--- config.mk ---
export PLATFORM = sky130hd
export DESIGN_NAME = if_fetch_stage
export DESIGN_NICKNAME = d
export VERILOG_FILES = /design/src/rtl/if_fetch_stage_pkg.sv /design/src/rtl/if_fetch_stage_inst_buf.sv /design/src/rtl/if_fetch_stage.sv
export SDC_FILE = /design/constraint.sdc
export NUM_CORES = 1
export LEC_CHECK = 0
export ABC_AREA = 1
export CAP_MARGIN = 10
export CORE_MARGIN = 5
export CORE_UTILIZATION = 32
export DETAILED_ROUTE_END_ITERATION = 16
export GPL_TIMING_DRIVEN = 0
export PLACE_DENSITY = 0.58
export SETUP_SLACK_MARGIN = 0.02
export SYNTH_ARGS = -nofsm -noshare
export SYNTH_HDL_FRONTEND = slang
export SYNTH_SLANG_ARGS = --single-unit
--- constraint.sdc ---
create_clock -name clk -period 4.61 [get_ports clk]
set_input_delay 0.461 -clock clk [delete_from_list [all_inputs] [get_ports clk]]
set_output_delay 0.461 -clock clk [all_outputs]
set_load 0.03 [all_outputs]
--- src/rtl/if_fetch_stage_pkg.sv ---
// -----------------------------------------------------------------------------
// if_fetch_stage_pkg
// Shared constants and types for the instruction-fetch stage:
//   RESET_PC_DEFAULT : first fetch address after reset
//   PC_INC_DEFAULT   : byte distance between sequential instructions
//   NOP_WORD         : instruction word presented when no real instruction exists
//   fetch_state_e    : redirect FSM encoding (RUN / BR_PEND)
//   pc_misaligned()  : word-alignment check on a fetch address
// -----------------------------------------------------------------------------
package if_fetch_stage_pkg;

    localparam logic [31:0] RESET_PC_DEFAULT = 32'hBFC0_0000;
    localparam logic [31:0] PC_INC_DEFAULT   = 32'd4;
    localparam logic [31:0] NOP_WORD         = 32'h0000_0000;

    typedef enum logic {
        RUN     = 1'b0,
        BR_PEND = 1'b1
    } fetch_state_e;

    function automatic logic pc_misaligned(input logic [31:0] pc);
        return (pc[1:0] != 2'b00);
    endfunction

endpackage

--- src/rtl/if_fetch_stage_inst_buf.sv ---
// -----------------------------------------------------------------------------
// if_inst_buf
// One-entry skid buffer for the instruction SRAM read data. The SRAM only
// presents rdata for one cycle, so when decode stalls on a freshly returned
// word the word is captured here and replayed until it is handed off.
// Ports:
//   clk, rst   : clock, asynchronous active-high reset
//   capture_i  : rdata is fresh this cycle and decode is not accepting it
//   clear_i    : bundle handed to decode this cycle
//   rdata_i    : instruction SRAM read data
//   data_o     : buffered word when valid, otherwise rdata_i
// -----------------------------------------------------------------------------
module if_inst_buf (
    input  logic        clk,
    input  logic        rst,
    input  logic        capture_i,
    input  logic        clear_i,
    input  logic [31:0] rdata_i,
    output logic [31:0] data_o
);

    logic        buf_valid_q;
    logic        buf_valid_d;
    logic [31:0] buf_data_q;
    logic [31:0] buf_data_d;

    // Buffer state registers.
    always_ff @(posedge clk or posedge rst) begin
        if (rst) begin
            buf_valid_q <= 1'b0;
            buf_data_q  <= 32'h0000_0000;
        end else begin
            buf_valid_q <= buf_valid_d;
            buf_data_q  <= buf_data_d;
        end
    end

    // Capture only into an empty buffer so a held word is never overwritten.
    always_comb begin
        buf_valid_d = buf_valid_q;
        buf_data_d  = buf_data_q;
        if (clear_i) begin
            buf_valid_d = 1'b0;
        end else if (capture_i && !buf_valid_q) begin
            buf_valid_d = 1'b1;
            buf_data_d  = rdata_i;
        end else begin
            buf_valid_d = buf_valid_q;
        end
    end

    assign data_o = buf_valid_q ? buf_data_q : rdata_i;

endmodule

--- src/rtl/if_fetch_stage.sv ---
// -----------------------------------------------------------------------------
// if_fetch_stage
// MIPS instruction-fetch stage: issues requests to a 1-cycle-latency
// instruction SRAM, holds the returned word while decode stalls, and applies
// taken-branch redirects from decode while honouring the delay slot.
// Optional feature macro: IF_ADEL_EN (adds if_adel_out, suppresses misaligned
// fetches and presents a nop bundle flagged as an address error).
// Ports:
//   clk, rst               : clock, asynchronous active-high reset
//   id_allowin_in          : decode can accept a bundle this cycle
//   if_valid_out           : bundle on if_* outputs is valid
//   if_PC_out/NPC/NNPC     : PC of held instruction, PC+4, PC+8
//   if_Instruct_out        : instruction word
//   id_br_valid_in         : decode hands a resolved branch this cycle
//   id_brcal_res_in        : branch taken
//   id_bjpc_res_in         : branch/jump target
//   inst_sram_en/addr      : SRAM read request
//   inst_sram_rdata        : SRAM data for previous-cycle request
//   if_adel_out            : (IF_ADEL_EN only) held PC is misaligned
// -----------------------------------------------------------------------------
module if_fetch_stage
    import if_fetch_stage_pkg::*;
#(
    parameter logic [31:0] RESET_PC = RESET_PC_DEFAULT,
    parameter logic [31:0] PC_INC   = PC_INC_DEFAULT
) (
    input  logic        clk,
    input  logic        rst,
    input  logic        id_allowin_in,
    output logic        if_valid_out,
    output logic [31:0] if_PC_out,
    output logic [31:0] if_NPC_out,
    output logic [31:0] if_NNPC_out,
    output logic [31:0] if_Instruct_out,
    input  logic        id_br_valid_in,
    input  logic        id_brcal_res_in,
    input  logic [31:0] id_bjpc_res_in,
`ifdef IF_ADEL_EN
    output logic        if_adel_out,
`endif
    output logic        inst_sram_en,
    output logic [31:0] inst_sram_addr,
    input  logic [31:0] inst_sram_rdata
);

    logic         if_valid_q, if_valid_d;
    logic [31:0]  if_pc_q, if_pc_d;
    logic [31:0]  fetch_pc_q, fetch_pc_d;
    logic [31:0]  br_target_q, br_target_d;
    logic         issued_q, issued_d;
    fetch_state_e state_q, state_d;

    logic         if_allowin_s;
    logic         taken_s;
    logic         handoff_s;
    logic         redirect_now_s;
    logic [31:0]  next_fetch_s;
    logic [31:0]  buf_word_s;
    logic         adel_s;

    assign if_allowin_s   = !if_valid_q || id_allowin_in;
    assign taken_s        = id_br_valid_in && id_brcal_res_in;
    assign handoff_s      = if_valid_q && id_allowin_in;
    // IF already holds the delay slot, so the target is the very next fetch.
    assign redirect_now_s = taken_s && (state_q == RUN) && if_valid_q;
    assign next_fetch_s   = redirect_now_s ? id_bjpc_res_in : fetch_pc_q;

`ifdef IF_ADEL_EN
    logic adel_q, adel_d;
    assign adel_s       = adel_q;
    assign if_adel_out  = adel_q;
    assign inst_sram_en = if_allowin_s && !rst && !pc_misaligned(next_fetch_s);

    // Address-error flag travels with the PC it belongs to.
    always_ff @(posedge clk or posedge rst) begin
        if (rst) begin
            adel_q <= 1'b0;
        end else begin
            adel_q <= adel_d;
        end
    end

    // Sample alignment of each issued address.
    always_comb begin
        adel_d = adel_q;
        if (if_allowin_s) begin
            adel_d = pc_misaligned(next_fetch_s);
        end else begin
            adel_d = adel_q;
        end
    end
`else
    assign adel_s       = 1'b0;
    assign inst_sram_en = if_allowin_s && !rst;
`endif

    assign inst_sram_addr = next_fetch_s;

    if_inst_buf u_inst_buf (
        .clk       (clk),
        .rst       (rst),
        .capture_i (issued_q && !id_allowin_in),
        .clear_i   (handoff_s),
        .rdata_i   (inst_sram_rdata),
        .data_o    (buf_word_s)
    );

    // Fetch state registers.
    always_ff @(posedge clk or posedge rst) begin
        if (rst) begin
            if_valid_q  <= 1'b0;
            if_pc_q     <= RESET_PC;
            fetch_pc_q  <= RESET_PC;
            br_target_q <= 32'h0000_0000;
            issued_q    <= 1'b0;
            state_q     <= RUN;
        end else begin
            if_valid_q  <= if_valid_d;
            if_pc_q     <= if_pc_d;
            fetch_pc_q  <= fetch_pc_d;
            br_target_q <= br_target_d;
            issued_q    <= issued_d;
            state_q     <= state_d;
        end
    end

    // Request sequencing and branch-redirect FSM.
    always_comb begin
        if_valid_d  = if_valid_q;
        if_pc_d     = if_pc_q;
        fetch_pc_d  = fetch_pc_q;
        br_target_d = br_target_q;
        state_d     = state_q;
        issued_d    = if_allowin_s;

        if (if_allowin_s) begin
            if_pc_d    = next_fetch_s;
            if_valid_d = 1'b1;
            fetch_pc_d = next_fetch_s + PC_INC;
        end else if (handoff_s) begin
            if_valid_d = 1'b0;
        end else begin
            if_valid_d = if_valid_q;
        end

        case (state_q)
            RUN: begin
                if (taken_s) begin
                    if (if_valid_q) begin
                        // With an issue the target was already sent this cycle.
                        if (!if_allowin_s) begin
                            fetch_pc_d = id_bjpc_res_in;
                        end else begin
                            fetch_pc_d = next_fetch_s + PC_INC;
                        end
                    end else if (if_allowin_s) begin
                        // The request issued now is the delay slot.
                        fetch_pc_d = id_bjpc_res_in;
                    end else begin
                        br_target_d = id_bjpc_res_in;
                        state_d     = BR_PEND;
                    end
                end else begin
                    state_d = RUN;
                end
            end
            BR_PEND: begin
                if (if_allowin_s) begin
                    fetch_pc_d = br_target_q;
                    state_d    = RUN;
                end else begin
                    state_d = BR_PEND;
                end
            end
            default: begin
                state_d = RUN;
            end
        endcase
    end

    assign if_valid_out    = if_valid_q;
    assign if_PC_out       = if_pc_q;
    assign if_NPC_out      = if_pc_q + PC_INC;
    assign if_NNPC_out     = if_pc_q + PC_INC + PC_INC;
    assign if_Instruct_out = (!if_valid_q || adel_s) ? NOP_WORD : buf_word_s;

endmodule

# Yosys cells after proc, flatten, opt, wreduce, memory -nomap -nowiden
# Cells that the tools add are included.
# totals
wordCells	49
ff_bits	132
inputBits	69
# classes
addsub	3
bitwise	4
n_mux	18
n_reduce_logical	16
# ops
cell	n
$mux 32	9
$add 32x3->32 const B	3
$pmux 32 s2	1
$logic_and 1x1->1	7
$mux 1	7
$logic_not 1->1	4
$not 1->1	4
$reduce_and 4->1	1
$reduce_bool 2->1	2
$pmux 1 s2	1
$reduce_and 2->1	1
$logic_or 1x1->1	1

# Longest topological paths before layout
# depth
word_depth	10
depth_mapped	19

# Hierarchy
# Synthesis repeated with hierarchy kept, for this count alone.
# unflattened
cells_unflattened	1561
area_unflattened_um2	9975.8
# modules_own_cells
mod	area_per_inst_um2	seq_area_each_um2	n_inst	cells_each
if_fetch_stage	8142.8	2499.9	1	1310
if_inst_buf	1833.0	825.8	1	251

# Worst setup path before layout
# No wires, ideal clock.
# synth_path
kind	register -> output
start	register if_pc_q[2], in the netlist if_PC_out[2]
end	output port if_NNPC_out[11]
t_arrival_ns	3.033
stages_incl_launch_ff	9
n_path_buf	0
setup_slack_ns	1.116
required_time_ns	4.149
cell_sequence	dfrtp_1 ha_1 nand3_2 xor2_1 nand2_1 nor2_1 nand2_1 nor2_1 xor2_1
# synth_between
elab_chain_len	2
# synth_lines
item	line	rtl
start, declared	if_fetch_stage.sv:47	logic [31:0] if_pc_q, if_pc_d;
start signal, assigned	if_fetch_stage.sv:119	if_pc_q <= if_pc_d;
$add 32x3->32	--	
via if_NPC_out[6]	if_fetch_stage.sv:32	output logic [31:0] if_NPC_out,
$add 32x3->32	if_fetch_stage.sv:184	assign if_NNPC_out = if_pc_q + PC_INC + PC_INC;
end, declared	if_fetch_stage.sv:33	output logic [31:0] if_NNPC_out,
# The timed path passes the listed nets, and every way through them passes these cells.

# Worst setup path after layout
# layout_path
start	register if_pc_q[2], in the netlist if_PC_out[2]
end	output port if_NNPC_out[11]
# layout_between
elab_chain_len	2
# layout_lines
item	line
$add 32x3->32 (2 in a row)	if_fetch_stage.sv:184
# No other way between the ends.

==> impl_metrics.tcl <==
set metrics [dict create \
    status "completed" \
    final_worst_path_period_need_ns 4.31 \
    area_growth_syn_to_layout_pct 36.9 \
    holdCritStartpoint "br_target_q[15]" \
    cts_buffer_depth 2 \
    mapped_cell_area_mm2 0.00938 \
    critical_path.endpoint_type "output port" \
    cts_hold_buffers 0 \
    cp_data_arrival_time_ns 3.85 \
    die_h_um 181 \
    initialDrtViolationCount 612 \
    slew-limit-headroom_pct 50.2 \
    yosys.area.top_type "sky130_fd_sc_hd__dfrtp_1" \
    gp_routability_congestion 0.960 \
    postCtsSetupRepairBufs 0 \
    worst_tran_pin_value_ns 0.744 \
    crit_path_max_fanout 6 \
    fillers 3052 \
    total_power_mw 5.24 \
    final-max-slew-violation-count 0 \
    ctsResizeCount 0 \
    cp.required_ns 4.15 \
    fin_util_pct 44.5 \
    power.density_cell_area_mw_per_mm2 409 \
    setup_repair_after_global_routing_missed_its_margin "false" \
    syn-instance-count 1378 \
    drt_pre_antenna_iters 5 \
    maxCapViolations 0 \
    path_class "flop to output port" \
    htree_num_levels 4 \
    finalClockSkew_ns 0.00895 \
    synth_cell_type_count 54 \
    hold_path_depth 1 \
    clockRootBuffer "sky130_fd_sc_hd__clkbuf_16" \
    fin_crit_sh_pct 93.4 \
    vias_per_cell 4.96 \
    holdWs_ns 0.455 \
    number_of_remaining_drc_errors 0 \
    worst_hold_path_type "flop to flop" \
    setup_tns_ns 0 \
    yosysWarnings 0 \
    post-synth-top-area-fraction_pct 30.4 \
    dpl.hpwl_mm 28.9 \
    hold_path_end "br_target_q[15]" \
    cp_num_buf_inv 1 \
    cts_made_buffers 17 \
    postSynthRegisterBits 132 \
    layout_commonest_cell "sky130_fd_sc_hd__nand2_1" \
    setup_viol_count_final 0 \
    worst-r2r-cell-count 14 \
    globalRouteTotalUtil_pct 21.7 \
    fmaxAchievable_ghz 0.232 \
    grt_start_max_net_pins 83 \
    worst-r2r-setup-slack_ns 1.48 \
    die_w_um 181 \
    report.final.hold_viol_count 0 \
    reg2reg_to "fetch_pc_q[10]" \
    worstSetupStartpointType "flop" \
    critical_path.max_stage_delay_ns 0.70 \
    vias_in_the_first_global_route 9990 \
    rr_startpoint "state_q" \
    drive_above_1_share_pct 9.93 \
    syn_avg_cell_area_um2 6.81 \
    floorplan.rows 62 \
    layout.cells.most_common_list "sky130_fd_sc_hd__nand2_1, sky130_fd_sc_hd__clkdlybuf4s50_1, sky130_fd_sc_hd__inv_1" \
    cts_sinks 132 \
    ys_seq_area_share_pct 35.5 \
    clock_latency_ns 0.43 \
    ant_nets 0 \
    irDropWorstVdd_mv 0.261 \
    floorplan.io_pins 231 \
    cts_tree "yes" \
    antenna_cells 0 \
    clkTransAtPathRegs_ns 0.06 \
    nets 1701 \
    crit_chain "ha_1, nand3_2, xor2_1, nand2_1, nor2_1, nand2_1, nor2_1, xor2_1, clkdlybuf4s50_1" \
    static-leakage-power_nw 5.64 \
    drt-total-wl_mm 36.4 \
    grt_first_pass_wirelength_mm 56.4 \
    antenna_found_initial 0 \
    core_mm2 0.0289 \
    grt_overflow 0 \
    die_area_mm2 0.0328 \
    initial_core_util_pct 32.5 \
    avgRoutedWirePerCell_um 18.0 \
    portBuffers 230 \
    timing.critical_path.max_delay_family "simple AND/OR/NAND/NOR gates" \
    number_of_nets_produced_by_synthesis 1451 \
    number_of_vias_after_detailed_routing 10000 \
    synth.top_cells.by_area "sky130_fd_sc_hd__dfrtp_1, sky130_fd_sc_hd__nand2_1, sky130_fd_sc_hd__o21ai_0, sky130_fd_sc_hd__inv_1, sky130_fd_sc_hd__nor2_1" \
    crit_slowest_cell "sky130_fd_sc_hd__clkdlybuf4s50_1" \
]
[metrics by stage]
stage	area [um2]	setup WS [ns]	std cells
final	12800	0.303	2025
after global routing	12800	0.115	2025
after CTS	12800	0.253	2025
after detailed placement	12200	0.721	1993
after global placement	12200	-1.46	1992
after floorplan	9380	0.653	1378
[synthesized netlist by cell type (all sizes together)]
library cell  instances
o21ai               140
dfstp                18
buf                  25
o21a                  1
ha                    4
o22ai                 3
or2                   3
and2                  2
nand3                95
xnor2                 5
o311ai                1
nand3b                2
a21oi                68
a22o                  1
o221ai                2
clkbuf               66
o2111ai               1
xor2                 40
dfrtp               114
a31oi                 5
a21o                  1
nor3                 21
nor2                156
a32o                  5
and3                  1
a221o                 1
conb                  1
nand4                22
inv                 156
o211ai               11
a21boi                1
o21bai                3
nand2               403
[final cells by class]
type,instances,area (um2),area share [%]
Clock buffer,20,467,3.64
Buffer,91,444,3.46
Tap cell,384,480,3.74
Timing Repair Buffer,231,2330,18.1
Inverter,156,593,4.62
Multi-Input combinational cell,999,5020,39.1
Clock inverter,12,176,1.37
Sequential cell,132,3330,25.9
[routing by layer]
layer	global-route usage, %	wire, um	up-vias
met5	0	0	-
met1	26.3	15000	4566
met3	4.95	2970	96
met4	9.94	1540	0
li1	-	-	4904
met2	36.6	17000	469
[where the power goes]
part           switching (mW)  leakage (nW)  internal [mW]
Clock                   0.537         0.312          0.948
Sequential              0.150          1.64           1.36
Combinational            1.45          3.68          0.803
[worst max path at each step]
| stage | cells after the start | slack (ns) | start | to |
|---|---|---|---|---|
| CTS | 9 | 0.25 | if_PC_out[2] | if_NNPC_out[11] |
| detailed placement | 9 | 0.72 | if_PC_out[2] | if_NNPC_out[11] |
| finish | 9 | 0.30 | if_PC_out[2] | if_NNPC_out[11] |
| global route | 14 | 0.12 | if_PC_out[4] | if_NNPC_out[27] |
| global placement | 2 | -1.46 | rst | br_target_q[31] |
| floorplan | 1 | 0.65 | rst | async pin |
[kinds of logic (layout without fill, tap and decap cells)]
| logic type | Yosys count | after routing | synth area share, % |
|---|---|---|---|
| and+or+nand+nor | 705 | 705 | 34.0 |
| other | 1 | 1 | 0.0400 |
| xor gates and xnor gates | 45 | 45 | 4.28 |
| buffers and inverters | 247 | 510 | 11.0 |
| adders and majority gates | 4 | 4 | 0.534 |
| DFF | 132 | 132 | 35.5 |
| AOI/OAI and AO/OA | 244 | 244 | 14.6 |
No activity file was read; power rests on OpenSTA's default activity.
